## src/rtl/hazard_ctrl_pkg.sv

```systemverilog
// Shared types for the pipeline hazard sequencer: state enum, stage-control bundle
// and the condition-to-control mapping.
package hazard_ctrl_pkg;

    localparam int unsigned REG_W = 5;

    typedef logic [REG_W-1:0] regbits_t;

    typedef enum logic {
        RUN     = 1'b0,
        MD_WAIT = 1'b1
    } hazard_state_t;

    // Winning hazard condition for the current cycle, highest priority first.
    typedef enum logic [2:0] {
        C_NONE = 3'd0,
        C_MEMW = 3'd1,
        C_MDW  = 3'd2,
        C_BR   = 3'd3,
        C_LU   = 3'd4,
        C_IMW  = 3'd5
    } hazard_cond_t;

    typedef struct packed {
        logic pc_en;
        logic if_id_en;
        logic id_ex_en;
        logic ex_mem_en;
        logic mem_wb_en;
        logic if_id_flush;
        logic id_ex_flush;
        logic ex_mem_flush;
        logic mem_wb_flush;
    } stage_ctl_t;

    function automatic stage_ctl_t ctl_for(input hazard_cond_t cond);
        stage_ctl_t c;
        c = '{pc_en: 1'b1, if_id_en: 1'b1, id_ex_en: 1'b1, ex_mem_en: 1'b1,
              mem_wb_en: 1'b1, default: 1'b0};
        case (cond)
            C_MEMW: begin
                c.pc_en        = 1'b0;
                c.if_id_en     = 1'b0;
                c.id_ex_en     = 1'b0;
                c.ex_mem_en    = 1'b0;
                c.mem_wb_flush = 1'b1;
            end
            C_MDW: begin
                c.pc_en        = 1'b0;
                c.if_id_en     = 1'b0;
                c.id_ex_en     = 1'b0;
                c.ex_mem_flush = 1'b1;
            end
            C_BR: begin
                c.if_id_flush  = 1'b1;
                c.id_ex_flush  = 1'b1;
            end
            C_LU: begin
                c.pc_en        = 1'b0;
                c.if_id_en     = 1'b0;
                c.id_ex_flush  = 1'b1;
            end
            C_IMW: begin
                c.pc_en        = 1'b0;
                c.if_id_flush  = 1'b1;
            end
            default: ;
        endcase
        return c;
    endfunction

endpackage

```

## src/rtl/hazard_ctrl_sat_counter.sv

```systemverilog
// Saturating up-counter with synchronous clear; holds at all-ones instead of wrapping.
module sat_counter #(
    parameter int unsigned CNT_W = 32
) (
    input  logic             clk,
    input  logic             clr,
    input  logic             inc,
    output logic [CNT_W-1:0] count
);

    always_ff @(posedge clk) begin
        if (clr) begin
            count <= '0;
        end else if (inc && (count != '1)) begin
            count <= count + CNT_W'(1);
        end
    end

endmodule

```

## src/rtl/hazard_ctrl.sv

```systemverilog
// Pipeline sequencer for the 5-stage core: owns every stage-register enable/flush,
// tracks multi-cycle mul/div occupancy of EX and keeps stall/flush counters.
module hazard_ctrl
    import hazard_ctrl_pkg::*;
#(
    parameter int unsigned MUL_LAT = 4,
    parameter int unsigned DIV_LAT = 8,
    parameter int unsigned CNT_W   = 32
) (
    input  logic          CLK,
    input  logic          RST,
    input  regbits_t      id_rs1,
    input  regbits_t      id_rs2,
    input  logic          id_use_rs1,
    input  logic          id_use_rs2,
    input  regbits_t      id_ex_rd,
    input  logic          id_ex_RegWr,
    input  logic          id_ex_MemRead,
    input  logic          id_ex_muldiv,
    input  logic          id_ex_isdiv,
    input  logic          ex_branch_taken,
    input  logic          ex_mem_dREN,
    input  logic          ex_mem_dWEN,
    input  logic          dhit,
    input  logic          ihit,
    output logic          pc_en,
    output logic          if_id_en,
    output logic          id_ex_en,
    output logic          ex_mem_en,
    output logic          mem_wb_en,
    output logic          if_id_flush,
    output logic          id_ex_flush,
    output logic          ex_mem_flush,
    output logic          mem_wb_flush,
    output hazard_state_t state,
    output logic [CNT_W-1:0] stall_cycles,
    output logic [CNT_W-1:0] flush_count
);

    localparam int unsigned MAX_LAT = (MUL_LAT > DIV_LAT) ? MUL_LAT : DIV_LAT;
    localparam int unsigned MD_W    = (MAX_LAT > 2) ? $clog2(MAX_LAT) : 1;
    localparam logic        MUL_MULTI = (MUL_LAT > 1);
    localparam logic        DIV_MULTI = (DIV_LAT > 1);
    // Counter preload: the first EX cycle is spent in RUN, the last with md_cnt==0.
    localparam logic [MD_W-1:0] MUL_INIT = MUL_MULTI ? MD_W'(MUL_LAT - 2) : '0;
    localparam logic [MD_W-1:0] DIV_INIT = DIV_MULTI ? MD_W'(DIV_LAT - 2) : '0;

    logic [MD_W-1:0] md_cnt;
    logic            memw;
    logic            md_start;
    logic            mdw;
    logic            lu;
    hazard_cond_t    cond;
    stage_ctl_t      ctl;

    // Hazard detection and priority resolution.
    always_comb begin
        memw     = (ex_mem_dREN | ex_mem_dWEN) & ~dhit;
        md_start = (state == RUN) & id_ex_muldiv & (id_ex_isdiv ? DIV_MULTI : MUL_MULTI);
        mdw      = ((state == MD_WAIT) & (md_cnt != '0)) | md_start;
        lu       = id_ex_MemRead & id_ex_RegWr & (id_ex_rd != '0)
                 & ((id_use_rs1 & (id_rs1 == id_ex_rd)) | (id_use_rs2 & (id_rs2 == id_ex_rd)));
        cond = C_NONE;
        if (memw) begin
            cond = C_MEMW;
        end else if (mdw) begin
            cond = C_MDW;
        end else if (ex_branch_taken) begin
            cond = C_BR;
        end else if (lu) begin
            cond = C_LU;
        end else if (!ihit) begin
            cond = C_IMW;
        end
        ctl = RST ? ctl_for(C_NONE) : ctl_for(cond);
    end

    assign pc_en        = ctl.pc_en;
    assign if_id_en     = ctl.if_id_en;
    assign id_ex_en     = ctl.id_ex_en;
    assign ex_mem_en    = ctl.ex_mem_en;
    assign mem_wb_en    = ctl.mem_wb_en;
    assign if_id_flush  = ctl.if_id_flush;
    assign id_ex_flush  = ctl.id_ex_flush;
    assign ex_mem_flush = ctl.ex_mem_flush;
    assign mem_wb_flush = ctl.mem_wb_flush;

    // Mul/div occupancy FSM; the unit keeps counting even while a dcache miss freezes EX.
    always_ff @(posedge CLK) begin
        if (RST) begin
            state  <= RUN;
            md_cnt <= '0;
        end else begin
            case (state)
                RUN: begin
                    if (md_start) begin
                        state  <= MD_WAIT;
                        md_cnt <= id_ex_isdiv ? DIV_INIT : MUL_INIT;
                    end
                end
                MD_WAIT: begin
                    if (md_cnt != '0) begin
                        md_cnt <= md_cnt - MD_W'(1);
                    end else if (!memw) begin
                        state <= RUN;
                    end
                end
                default: begin
                    state  <= RUN;
                    md_cnt <= '0;
                end
            endcase
        end
    end

    sat_counter #(.CNT_W(CNT_W)) u_stall_cnt (
        .clk   (CLK),
        .clr   (RST),
        .inc   (~ctl.pc_en),
        .count (stall_cycles)
    );

    sat_counter #(.CNT_W(CNT_W)) u_flush_cnt (
        .clk   (CLK),
        .clr   (RST),
        .inc   (ctl.if_id_flush | ctl.id_ex_flush | ctl.ex_mem_flush | ctl.mem_wb_flush),
        .count (flush_count)
    );

endmodule
```

## config.mk

```make
export PLATFORM = sky130hd
export DESIGN_NAME = hazard_ctrl
export DESIGN_NICKNAME = d
export VERILOG_FILES = /design/src/rtl/hazard_ctrl_pkg.sv /design/src/rtl/hazard_ctrl_sat_counter.sv /design/src/rtl/hazard_ctrl.sv
export SDC_FILE = /design/constraint.sdc
export NUM_CORES = 1
export LEC_CHECK = 0
export ABC_CLOCK_PERIOD_IN_PS = 2400
export CAP_MARGIN = 5
export CORE_UTILIZATION = 35
export DETAILED_ROUTE_END_ITERATION = 8
export PLACE_DENSITY = 0.71
export SLEW_MARGIN = 30
export SYNTH_ARGS = -nofsm -noshare
export SYNTH_HDL_FRONTEND = slang
export SYNTH_SLANG_ARGS = --single-unit
```

## constraint.sdc

```tcl
create_clock -name CLK -period 2.4 [get_ports CLK]
set_input_delay 0.6 -clock CLK [delete_from_list [all_inputs] [get_ports CLK]]
set_output_delay 0.6 -clock CLK [all_outputs]
set_load 0.01 [all_outputs]
```

==> metrics.txt <==
status=complete, but fails checks; failing checks=setup timing; fin nets=between 600 and 700; Synth cell types=64; highest metal used=met4; Synth Cell Area=around 4000 um2; RSZ-0062 raised after global routing=yes; clock sink count=68; CP endpoint kind=output pin; Post-synth top flop=dfxtp_1; Worst VDD drop=about 450 uV; period utilisation layout=1.01; Tmin final=between 2000 and 2500 ps; Worst-path clk slew=60 ps; wire per inst=between 15 and 20 um; WL final=roughly 12 mm; power density over the cells=between 500 and 600 nW/um2; final hold violation count=0; Final Setup Violations=4; Max Cap Viol=0; core outline area=11000 um2; crit path kind=primary input to output pin; Inserted Clock Buffers=9; H-tree levels=3; Die H=~110 um; start point of the critical path=id_ex_rd[1]; CTS tree=built; WL met3=542 um; Post-synth EDFFs=0; Worst Path Arrival=around 1800 ps; met1 WL=around 5.1 mm; Leakage=2.04 nW; gr usage total=0.198; ys async rst share=0; Die ar.=12000 um2; CP endpoint=if_id_flush; Syn Inst Count=between 400 and 500; initial antenna violation count=0; Final Cell Area=about 6000 um2; Slew Limit Fails=0; first-pass GRT wire length=about 19 mm; Syn. warnings=0; Row Count=38; Reg2Reg Depth=11; RD Place Congestion=between 0.8 and 0.9; DPL Wire Length=8.37 mm; synthesis-to-finish area growth=47.2%; Pre-antenna DRT Iters=4; hold slack=between 400 and 500 ps; Setup WS post-layout=-31.5 ps; Root Driver=clkbuf_16; DR vias=around 4300; total congestion overflow=0; Hold Path Stages=2; Startpoint Class=primary input; vias per cell=5.67; Seq cells post-synth=roughly 70; Syn Area/Cell=between 8 and 9 um2; port bufs=100; vias in the first global route=around 4000; Antenna Nets Post-Route=0; largest net degree at the start of global routing=33; Seq/Total Area, Yosys=0.338; most common cell after layout, fill and taps aside=clkdlybuf4s50_1; Iter 0 DRT Violations=190; share of layout cells above drive strength 1=0.237; Antenna diodes=0; die width=approximately 110 um; dpl cell area=5400 um2; Hold WC Path Type=flop to flop; drc violations=0; Clk Latency, worst-skew pair=approximately 330 ps; R2R Path Start=md_cnt[0]; Initial Utilization=0.366; syn_nets=between 500 and 600; FF-to-FF End=u_stall_cnt.count[21]; Fmax=roughly 410 MHz; clock buffer depth=2; FF-to-FF setup slack=approximately 120 ps; met2 wire len=approximately 6.0 mm; Worst Clk Skew=just over 6 ps; Worst EP required=1800 ps; Max FO, Critical Path=3; most frequent cells in the layout=clkdlybuf4s50_1 (73), dfxtp_1 (67), buf_4 (35), nand4_1 (33), a21oi_1 (33); I/O pin cnt=around 100
## timing repair
action                     in CTS  in global routing
buffers inserted                3                  1
resized for setup              77                 43
hold buffers                    0                  0
pin swaps                      23                 27
setup endpoints to repair      66                 34
cloned                          0                  1
## synthesized netlist by cell type (2+ instances only)
cell type | count | area share
a21oi_1 | 43 | 0.053
o31a_1 | 2 | 0.0043
ha_1 | 4 | 0.012
and4_1 | 7 | 0.015
buf_6 | 4 | 0.011
o311ai_0 | 7 | 0.015
o21a_1 | 3 | 0.0056
dfxtp_1 | 68 | 0.34
o21ai_1 | 9 | 0.011
and2_1 | 10 | 0.016
clkbuf_1 | 8 | 0.0074
or4_1 | 25 | 0.047
nand4_1 | 33 | 0.051
nand3_1 | 19 | 0.024
o21ai_2 | 2 | 0.0043
nor2_1 | 24 | 0.022
and4_4 | 3 | 0.0084
nor2b_1 | 7 | 0.011
buf_4 | 2 | 0.0037
o41ai_1 | 2 | 0.0043
mux2_2 | 6 | 0.017
buf_2 | 13 | 0.016
inv_1 | 11 | 0.010
o21ai_0 | 17 | 0.021
nand2_1 | 30 | 0.028
or3_1 | 27 | 0.042
a21oi_2 | 8 | 0.017
nor4_1 | 3 | 0.0047
nor4b_1 | 3 | 0.0065
buf_8 | 2 | 0.0074
nor3_2 | 2 | 0.0050
and3_1 | 10 | 0.016
o31ai_1 | 22 | 0.041
xnor2_1 | 10 | 0.022
mux2_4 | 2 | 0.0074
nor3_1 | 5 | 0.0062
## layout make-up
cell class,instances,area (um2)
clock inverter,4,72.6
tap,140,175
sequential,68,1360
clock buffer,12,246
fill,1013,5090
inverter,11,41.3
timing repair buffer,146,1400
multi-input combinational,371,2630
## registers in the layout, indices dropped and copies added (netlist names)
signal and flops:
md_cnt 3, state 1, u_flush_cnt.count 32, u_stall_cnt.count 32
## cell families (layout without fill, tap and decap cells)
| group | count (synthesis) | after routing | synth area share |
|---|---|---|---|
| AND/OR/NAND/NOR | 219 | 219 | 0.326 |
| flip-flops | 68 | 68 | 0.338 |
| AO/OA/AOI/OAI | 128 | 128 | 0.216 |
| other | 1 | 1 | 0.000930 |
| XOR/XNOR | 10 | 10 | 0.0217 |
| adder cells (fa/ha/maj) | 4 | 4 | 0.0124 |
| multiplexers | 9 | 9 | 0.0267 |
| buffers and inverters | 42 | 173 | 0.0583 |
## worst max-delay path: stages
cell	delay [ps]
buf_6	90
or3_4	380
o311a_4	340
nand2_4	100
a21oi_2	50
nor3_1	110
buf_2	150
## power by group
group	switching (mW)	internal (mW)	leakage [nW]	total [mW]
clock	0.487	0.937	0.153	1.42
combinational	0.220	0.251	1.34	0.470
sequential	0.0268	1.15	0.550	1.18
total	0.733	2.34	2.04	3.07
## how the worst min path moves through the flow
stage | start | endpoint | slack (ps)
after floorplan | md_cnt[0] | md_cnt[0] | 450
after global placement | u_stall_cnt.count[22] | u_stall_cnt.count[22] | 450
after detailed placement | u_stall_cnt.count[22] | u_stall_cnt.count[22] | 460
after CTS | u_stall_cnt.count[22] | u_stall_cnt.count[22] | 470
after global routing | u_stall_cnt.count[22] | u_stall_cnt.count[22] | 490
final | u_stall_cnt.count[22] | u_stall_cnt.count[22] | 470
## metrics by stage
stage          setup slack (ps)  cells   util  power, mW  setup TNS [ps]
2_1_floorplan              47.6    481      -       1.40               0
3_3_place_gp               -773    732  0.490       1.62          -30820
3_5_place_dp               -851    732  0.490       1.63          -35380
4_1_cts                    -110    750  0.523       3.07            -204
5_1_grt                    -106    752  0.538       3.20            -279
6_report                  -31.5    752  0.538       3.07           -85.0
## layer usage
layer | GRT usage | up-vias
li1 | - | 2099
met1 | 0.232 | 2053
met2 | 0.350 | 95
met3 | 0.0528 | 15
met4 | 0.0648 | 0
met5 | 0 | -
(Power assumes the default switching activity.)
